===== config.mk =====
export PLATFORM = sky130hd
export DESIGN_NAME = timer_dev_flat
export DESIGN_NICKNAME = d
export VERILOG_FILES = /design/src/rtl/timer_dev_pkg.sv /design/src/rtl/timer_dev_if.sv /design/src/rtl/timer_dev.sv /design/src/flat_wrapper.sv
export SDC_FILE = /design/constraint.sdc
export NUM_CORES = 1
export LEC_CHECK = 0
export CORE_MARGIN = 2
export CORE_UTILIZATION = 55
export DETAILED_ROUTE_END_ITERATION = 8
export GPL_TIMING_DRIVEN = 0
export PLACE_DENSITY = 0.83
export SLEW_MARGIN = 20
export SYNTH_ARGS = -nofsm -noshare
export SYNTH_HDL_FRONTEND = slang
export SYNTH_SLANG_ARGS = --single-unit
export TNS_END_PERCENT = 100

===== constraint.sdc =====
create_clock -name clk -period 7.31 [get_ports clk]
set_clock_uncertainty 0.05 [all_clocks]
set_input_delay 1.0965 -clock clk [delete_from_list [all_inputs] [get_ports clk]]
set_output_delay 1.0965 -clock clk [all_outputs]
set_load 0.02 [all_outputs]

===== src/rtl/timer_dev_pkg.sv =====
// timer_dev_pkg: register map, CTRL field positions, mode codes and FSM states for timer_dev
package timer_dev_pkg;
  localparam logic [1:0] REG_CTRL = 2'd0;
  localparam logic [1:0] REG_PRESET = 2'd1;
  localparam logic [1:0] REG_COUNT = 2'd2;
  localparam logic [1:0] REG_RSVD = 2'd3;
  localparam int EN_BIT = 0;
  localparam int MODE_LSB = 1;
  localparam int MODE_MSB = 2;
  localparam int IM_BIT = 3;
  localparam logic [1:0] MODE_ONESHOT = 2'd0;
  localparam logic [1:0] MODE_RELOAD = 2'd1;
  typedef enum logic [1:0] {S_IDLE = 2'd0, S_LOAD = 2'd1, S_CNT = 2'd2, S_INT = 2'd3} state_t;
  typedef struct packed {
    logic im;
    logic [1:0] mode;
    logic en;
  } ctrl_t;
endpackage


===== src/rtl/timer_dev_if.sv =====
// timer_dev_if: data-memory bus slice seen by the timer, plus its interrupt line
interface timer_dev_if;
  logic sel;
  logic we;
  logic [1:0] addr;
  logic [31:0] wdata;
  logic [31:0] rdata;
  logic irq;
  modport master (output sel, we, addr, wdata, input rdata, irq);
  modport slave (input sel, we, addr, wdata, output rdata, irq);
endinterface


===== src/rtl/timer_dev.sv =====
// timer_dev: memory-mapped countdown timer with one-shot and auto-reload modes
module timer_dev
  import timer_dev_pkg::*;
#(
  parameter int CNT_W = 32
) (
  input logic clk,
  input logic reset,
  timer_dev_if.slave bus
);
  ctrl_t ctrl;
  state_t state, state_nxt;
  logic [CNT_W-1:0] preset, count;
  logic sticky, wr_ctrl, wr_preset, en_eff, int_oneshot;
  assign wr_ctrl = bus.sel & bus.we & (bus.addr == REG_CTRL);
  assign wr_preset = bus.sel & bus.we & (bus.addr == REG_PRESET);
  // FSM sees EN as it will be after this edge, so a CTRL write starts LOAD immediately
  assign en_eff = wr_ctrl ? bus.wdata[EN_BIT] : ctrl.en;
  assign int_oneshot = (state == S_INT) & (ctrl.mode != MODE_RELOAD);
  always_comb begin
    state_nxt = state;
    case (state)
      S_IDLE: state_nxt = en_eff ? S_LOAD : S_IDLE;
      S_LOAD: state_nxt = S_CNT;
      S_CNT: state_nxt = !en_eff ? S_IDLE : (count == '0 || count == CNT_W'(1)) ? S_INT : S_CNT;
      S_INT: state_nxt = int_oneshot ? S_IDLE : S_LOAD;
      default: state_nxt = S_IDLE;
    endcase
  end
  always_ff @(posedge clk or negedge reset) begin
    if (!reset) begin
      state <= S_IDLE;
      count <= '0;
    end else begin
      state <= state_nxt;
      if (state == S_LOAD) count <= preset;
      else if (state == S_CNT && en_eff && count != '0) count <= count - CNT_W'(1);
    end
  end
  // bus writes take priority over the hardware EN clear and sticky set
  always_ff @(posedge clk or negedge reset) begin
    if (!reset) begin
      ctrl <= '0;
      preset <= '0;
      sticky <= 1'b0;
    end else begin
      if (wr_ctrl) ctrl <= ctrl_t'(bus.wdata[IM_BIT:EN_BIT]);
      else if (int_oneshot) ctrl.en <= 1'b0;
      if (wr_preset) preset <= bus.wdata[CNT_W-1:0];
      if (wr_ctrl | wr_preset) sticky <= 1'b0;
      else if (int_oneshot) sticky <= 1'b1;
    end
  end
  always_comb begin
    bus.rdata = (bus.addr == REG_CTRL) ? {28'b0, ctrl} :
                (bus.addr == REG_PRESET) ? 32'(preset) :
                (bus.addr == REG_COUNT) ? 32'(count) : 32'b0;
  end
  assign bus.irq = ctrl.im & ((state == S_INT) | sticky);
endmodule


===== src/flat_wrapper.sv =====
// flat-port wrapper written by rule: the top's interface ports become plain ports
module timer_dev_flat import timer_dev_pkg::*;
#(
  parameter int CNT_W = 32
)
  (clk, reset, bus_sel, bus_we, bus_addr, bus_wdata, bus_rdata, bus_irq);
  timer_dev_if bus_i ();
  input logic clk;
  input logic reset;
  input wire logic [$bits(bus_i.sel)-1:0] bus_sel;
  input wire logic [$bits(bus_i.we)-1:0] bus_we;
  input wire logic [$bits(bus_i.addr)-1:0] bus_addr;
  input wire logic [$bits(bus_i.wdata)-1:0] bus_wdata;
  output wire logic [$bits(bus_i.rdata)-1:0] bus_rdata;
  output wire logic [$bits(bus_i.irq)-1:0] bus_irq;
  assign bus_i.sel = bus_sel;
  assign bus_i.we = bus_we;
  assign bus_i.addr = bus_addr;
  assign bus_i.wdata = bus_wdata;
  assign bus_rdata = bus_i.rdata;
  assign bus_irq = bus_i.irq;
  timer_dev #(.CNT_W(CNT_W)) u_core (.clk(clk), .reset(reset), .bus(bus_i));
endmodule

==> results of run 1 <==
power by group through the flow:
stage	clock, mW	combinational [mW]	sequential (mW)
5_1_grt	0.405	0.710	0.705
2_1_floorplan	0	0.441	0.636
3_5_place_dp	0	0.640	0.683
3_3_place_gp	0	0.615	0.673
6_report	0.387	0.655	0.685
4_1_cts	0.389	0.649	0.678
cell type report:
type | count | area [um^2] | share of cell area [%]
multi-input cells | 292 | 2060 | 41.0
clock inverters | 6 | 108 | 2.14
well taps | 96 | 120 | 2.39
clock buffers | 10 | 138 | 2.74
inverters | 3 | 11.3 | 0.224
plain buffers | 23 | 105 | 2.09
repair buffers | 70 | 708 | 14.1
flip-flops and latches | 71 | 1780 | 35.3
registers in the layout (all words and copies together) (netlist names):
register and flops:
u_core.state 2, u_core.ctrl 4, u_core.sticky 1, u_core.count 32, u_core.preset 32
per-stage QoR:
stage / hold WS [ps] / area [um^2] / cells
detailed placement: 429 / 4780 / 555
CTS: 446 / 5030 / 571
floorplan: 411 / 3960 / 389
global placement: 421 / 4770 / 554
finish: 448 / 5030 / 571
global route: 456 / 5030 / 571
cell families (layout without fill, tap and decap cells):
group,count (synthesis),after routing,synth area share (%)
buf+inv,26,112,2.94
simple gates,141,141,19.4
compound gates,100,100,18.7
mux,42,42,11.8
xor+xnor,6,6,1.33
flops,71,71,44.9
fa+ha+maj,3,3,0.949
per-layer routing:
layer / part of all wire, % / track usage (%)
met5: 0 / 0
met4: 2.3 / 8.95
met3: 7.2 / 5.50
met2: 49 / 48.0
met1: 41 / 37.6
worst max path at each step:
stage / start / to / slack, ps / cells after the start
2_1_floorplan: bus_addr[1] / bus_rdata[11] / 3760 / 5
6_report: bus_addr[0] / bus_rdata[17] / 2690 / 6
5_1_grt: bus_addr[0] / bus_rdata[21] / 2510 / 6
4_1_cts: bus_addr[0] / bus_rdata[23] / 2680 / 6
3_3_place_gp: reset / u_core.count[7] / 2660 / 1
3_5_place_dp: bus_addr[0] / bus_rdata[17] / 2690 / 6
cell usage after synthesis, drive strengths merged (3+ instances only):
cell | n | area, um^2
or3 | 10 | 62.6
mux2i | 5 | 50.1
nor2b | 5 | 31.3
a311oi | 6 | 52.6
o221ai | 3 | 26.3
o21ai | 19 | 103
buf | 7 | 45.0
nor3 | 10 | 50.1
o211ai | 4 | 30.0
nor4 | 4 | 40.0
o311ai | 10 | 87.6
nor2 | 17 | 63.8
xnor2 | 4 | 35.0
a21oi | 15 | 75.1
dfrtp | 71 | 1780
nand2b | 4 | 25.0
a31oi | 4 | 25.0
mux2 | 37 | 417
a22o | 28 | 245
or2 | 5 | 31.3
inv | 3 | 11.3
clkbuf | 16 | 60.1
nand2 | 39 | 146
ha | 3 | 37.5
a211oi | 4 | 30.0
or4 | 19 | 150
nand3 | 18 | 90.1
worst reg2reg max path: cells and delay by family (launching register included):
| family | cells | cell delay [ps] |
|---|---|---|
| flip-flops | 1 | 450 |
| buffers and inverters | 1 | 160 |
| AND/OR/NAND/NOR | 3 | 1810 |
| AO/OA/AOI/OAI | 2 | 380 |
| multiplexers | 1 | 320 |
==> results_dict.tcl, run 1 <==
set metrics [dict create \
    outcome "completed" \
    drtIter0Drc 445 \
    max_freq_mhz 217 \
    synth_async_sr_flop_share_pct 100 \
    setup_tns_ps 0 \
    layout_commonest_cell "dfrtp_1" \
    max_slew_margin_pct 36.6 \
    crit_path_end_kind "primary output" \
    hp-class "reg2reg" \
    holdPathEnd "u_core.sticky" \
    hp-start "u_core.sticky" \
    period_needed_ps 4620 \
    cp-start-kind "input pin" \
    layout_common_cells "dfrtp_1 (71), clkdlybuf4s50_1 (68), nand2_1 (39), mux2_2 (36), a22o_1 (28)" \
    numCtsBuffers 9 \
    cts.clk_slew.worst_paths_ps 70 \
    irDropWorstVdd_mv 0.187 \
    synth.avg_cell_area_um2 10.2 \
    r2r-end "u_core.count[1]" \
    combPwrFrac_pct 37.9 \
    yosysSeqAreaShare_pct 44.9 \
    synth_flop_cell "dfrtp_1" \
    total_power_mw 1.73 \
    postSynthCellCount 389 \
    placeableCoreArea_um2 6870 \
    antenna_cells 0 \
    p_seq_share_pct 39.7 \
    switching_share_pct 38.9 \
    drtAntennaViolNets 0 \
    wire_per_inst_um 18.9 \
    clock_latency_ps 350 \
    fin_nets 511 \
    grt_pass1_wl_um 17400 \
    cts-root-buf "clkbuf_8" \
    r2r-start "u_core.count[7]" \
    initial_utilization_pct 57.6 \
    synth-edff-count 0 \
    hold_viol_final 0 \
    r2r_cells 7 \
    critPathTopFamily "buffers and inverters" \
    syn_area_um2 3960 \
    p_sw_uw 672 \
    rrSetupSlack_ps 4080 \
    worstMarginPinSlew_ps 942 \
    ios 71 \
    rsz0062_at_grt "no" \
    crit_fanout 10 \
    post-place-ws_ps 2690 \
    dp_hpwl_um 7470 \
    power_density_nw_per_um2 343 \
    cts_tree "done" \
    grt_overflow 0 \
    std_cell_rows 30 \
    drt_wl_total_um 10800 \
    grtUsageTotal_pct 28.7 \
    drc 0 \
    maxSlewViolCount 0 \
    synth_nets 430 \
    hold_depth 1 \
    fin_util_pct 73.2 \
    cts_buffer_depth 2 \
    dieArea_um2 7890 \
    worst-setup-path-type "in2out" \
    finalSetupViolCount 0 \
    portBuffers 69 \
    cp_slowest_cell "clkdlybuf4s50_1" \
    grt_max_degree 42 \
    viasPerCell 6.39 \
    ys_ff_latch 71 \
    cts_setup_buffers 0 \
    cp_data_required_time_ps 6160 \
    num_vias 3646 \
    post-route-period-util_pct 63.2 \
    cp_num_buf_inv 4 \
    grt_pass1_vias 3600 \
    cp_cell_sequence "clkdlybuf4s50_1 -> nor2b_1 -> clkbuf_1 -> buf_1 -> a22o_1 -> clkdlybuf4s50_1" \
    pwr-share-clk_pct 22.4 \
    die_h_um 88.8 \
    cts_htree_levels 3 \
    setup_slack_ps 2690 \
    layout-drive-gt1-share_pct 14.3 \
    power.leakage_nw 1.96 \
    cts.sinks 71 \
    cap_violations 0 \
    fill_cells 516 \
    intPower_mw 1.06 \
    routabilityCongestion 0.878 \
    yosysWarnings 0 \
    antenna_found_initial 0 \
    post_cts_resized 0 \
    crit_path_max_incr_delay_ps 620 \
    crit_path_frequent_cell "clkdlybuf4s50_1" \
    first_pass_iters 7 \
    ctsHoldBuffers 0 \
    synth_cell_types 50 \
    dieWidth_um 88.8 \
    arrival_ps 3470 \
    area_delta_synth_final_pct 27.1 \
]
Note: power is estimated with default switching activity, not from simulation.
==> run 2, diff against run 1 <==
CORE_UTILIZATION = 48   (was 55)
PLACE_DENSITY = 0.77   (was 0.83)
clock period = 4.1 ns   (was 7.31 ns; I/O delays follow)
==> results_dict.tcl, run 2 (synthesis results as in run 1) <==
set metrics [dict create \
    cts_tree "done" \
    die_h_um 94.8 \
    placeableCoreArea_um2 8090 \
    r2r_cells 7 \
    p_sw_mw 1.15 \
    switching_share_pct 38.8 \
    crit_path_frequent_cell "clkdlybuf4s50_1" \
    grt_pass1_wl_um 17200 \
    layout_commonest_cell "dfrtp_1" \
    viasPerCell 6.16 \
    postPlaceCellArea_um2 4800 \
    pwr-share-clk_pct 20.5 \
    antenna_found_initial 0 \
    intPower_mw 1.82 \
    clock_latency_ps 350 \
    cp_slowest_cell "clkdlybuf4s50_1" \
    cts_setup_buffers 0 \
    maxSlewViolCount 0 \
    post-route-period-util_pct 90.2 \
    std_cell_rows 33 \
    r2r-start "u_core.count[19]" \
    layout-drive-gt1-share_pct 13.9 \
    worstMarginPinSlew_ps 973 \
    grt_overflow 0 \
    area_delta_synth_final_pct 26.6 \
    cts_buffer_depth 2 \
    drtAntennaViolNets 0 \
    layout_common_cells "dfrtp_1 (71), clkdlybuf4s50_1 (68), nand2_1 (39), mux2_2 (36), a22o_1 (28)" \
    design_area_um2 5010 \
    drtIter0Drc 184 \
    grt_pass1_vias 3474 \
    initial_utilization_pct 48.9 \
    antenna_cells 0 \
    cp_data_required_time_ps 3430 \
    cts.clk_slew.worst_paths_ps 80 \
    numCtsBuffers 9 \
    power_density_nw_per_um2 593 \
    finalSetupViolCount 0 \
    power.leakage_nw 1.95 \
    cp_cell_sequence "clkdlybuf4s50_1 -> nor2b_1 -> clkbuf_1 -> buf_1 -> a22o_1 -> clkdlybuf4s50_1" \
    wire_per_inst_um 17.9 \
    rsz0062_at_grt "no" \
    drc 0 \
    cp-start-kind "input pin" \
    ctsHoldBuffers 0 \
    first_pass_iters 5 \
    reg_top3 "u_core.count: 32 flops, u_core.preset: 32 flops, u_core.ctrl: 4 flops" \
    dieArea_um2 8980 \
    max_freq_mhz 270 \
    cts_htree_levels 3 \
    arrival_ps 3030 \
    ios 71 \
    hold_ws_ps 173 \
    crit_path_end_kind "primary output" \
    rrSetupSlack_ps 880 \
    crit_path_max_incr_delay_ps 610 \
    drt_wl_total_um 10300 \
    cts-root-buf "clkbuf_8" \
    outcome "completed" \
    routabilityCongestion 0.894 \
    cts.sinks 71 \
    period_needed_ps 3700 \
    hold_viol_final 0 \
    grt_max_degree 37 \
    fin_nets 511 \
    p_seq_share_pct 40.7 \
    dp_hpwl_um 7350 \
    worst-setup-path-type "in2out" \
    dieWidth_um 94.8 \
    hp-class "in2async" \
    cap_violations 0 \
    portBuffers 69 \
    max_slew_margin_pct 33.3 \
    combPwrFrac_pct 38.7 \
    grtUsageTotal_pct 24.7 \
    crit_fanout 10 \
    num_vias 3568 \
    r2r-end "u_core.count[1]" \
    irDropWorstVdd_mv 0.255 \
    post_cts_resized 0 \
]
-- run 2: changes by cell type in the layout (fill, tap and decap cells not counted), sizes merged --
| cell | before | now |
|---|---|---|
| bufinv | 3 | 2 |
| clkbuf | 26 | 27 |
| clkinvlp | 1 | 0 |
-- run 2: layout make-up --
type	count	area, um^2
fill	686	3090
multi-input combinational	292	2060
sequential	71	1780
timing repair buffer	70	708
clock buffer	11	141
tap	105	131
buffer	23	105
clock inverter	4	70.1
inverter	3	11.3
-- run 2: worst max path at each step --
stage | slack, ps | end | depth (start not counted) | start
global route | 280 | bus_rdata[20] | 6 | bus_addr[0]
floorplan | 1250 | u_core.count[1] | 7 | u_core.count[7]
global placement | -90 | u_core.preset[29] | 1 | reset
finish | 400 | bus_rdata[21] | 6 | bus_addr[0]
CTS | 440 | bus_rdata[11] | 6 | bus_addr[0]
detailed placement | 450 | bus_rdata[11] | 6 | bus_addr[0]
-- run 2: layer usage --
layer  global-route usage [%]  vias up  wire length (um)  share of wire, %
li1                         -     1661                 -                 -
met1                     32.4     1736              4410                43
met2                     40.2      146              4980                48
met3                     4.87       25               686               6.6
met4                     9.78        0               269               2.6
met5                        0        -                 0                 0
-- run 2: power groups by stage --
| stage | Clock [mW] | Combinational, mW | Sequential [mW] |
|---|---|---|---|
| 5_1_grt | 0.649 | 1.27 | 1.25 |
| 6_report | 0.609 | 1.15 | 1.21 |
| 2_1_floorplan | 0 | 0.786 | 1.13 |
| 3_5_place_dp | 0 | 1.14 | 1.21 |
| 4_1_cts | 0.615 | 1.14 | 1.20 |
| 3_3_place_gp | 0 | 1.10 | 1.20 |
-- run 2: through the flow --
step	cells	TNS (ps)	setup slack [ps]	total power, mW	util (%)
6_report	579	0	402	2.97	61.9
5_1_grt	579	0	282	3.16	61.9
4_1_cts	579	0	444	2.96	61.9
3_5_place_dp	564	0	449	2.35	59.3
3_3_place_gp	563	-6350	-93.3	2.31	59.0
2_1_floorplan	389	0	1250	1.92	-
-- run 2: worst max-delay path: cells and delay by family --
kind / cells / cell delay (ps)
simple gates: 1 / 140
compound gates: 1 / 240
buf+inv: 4 / 2030
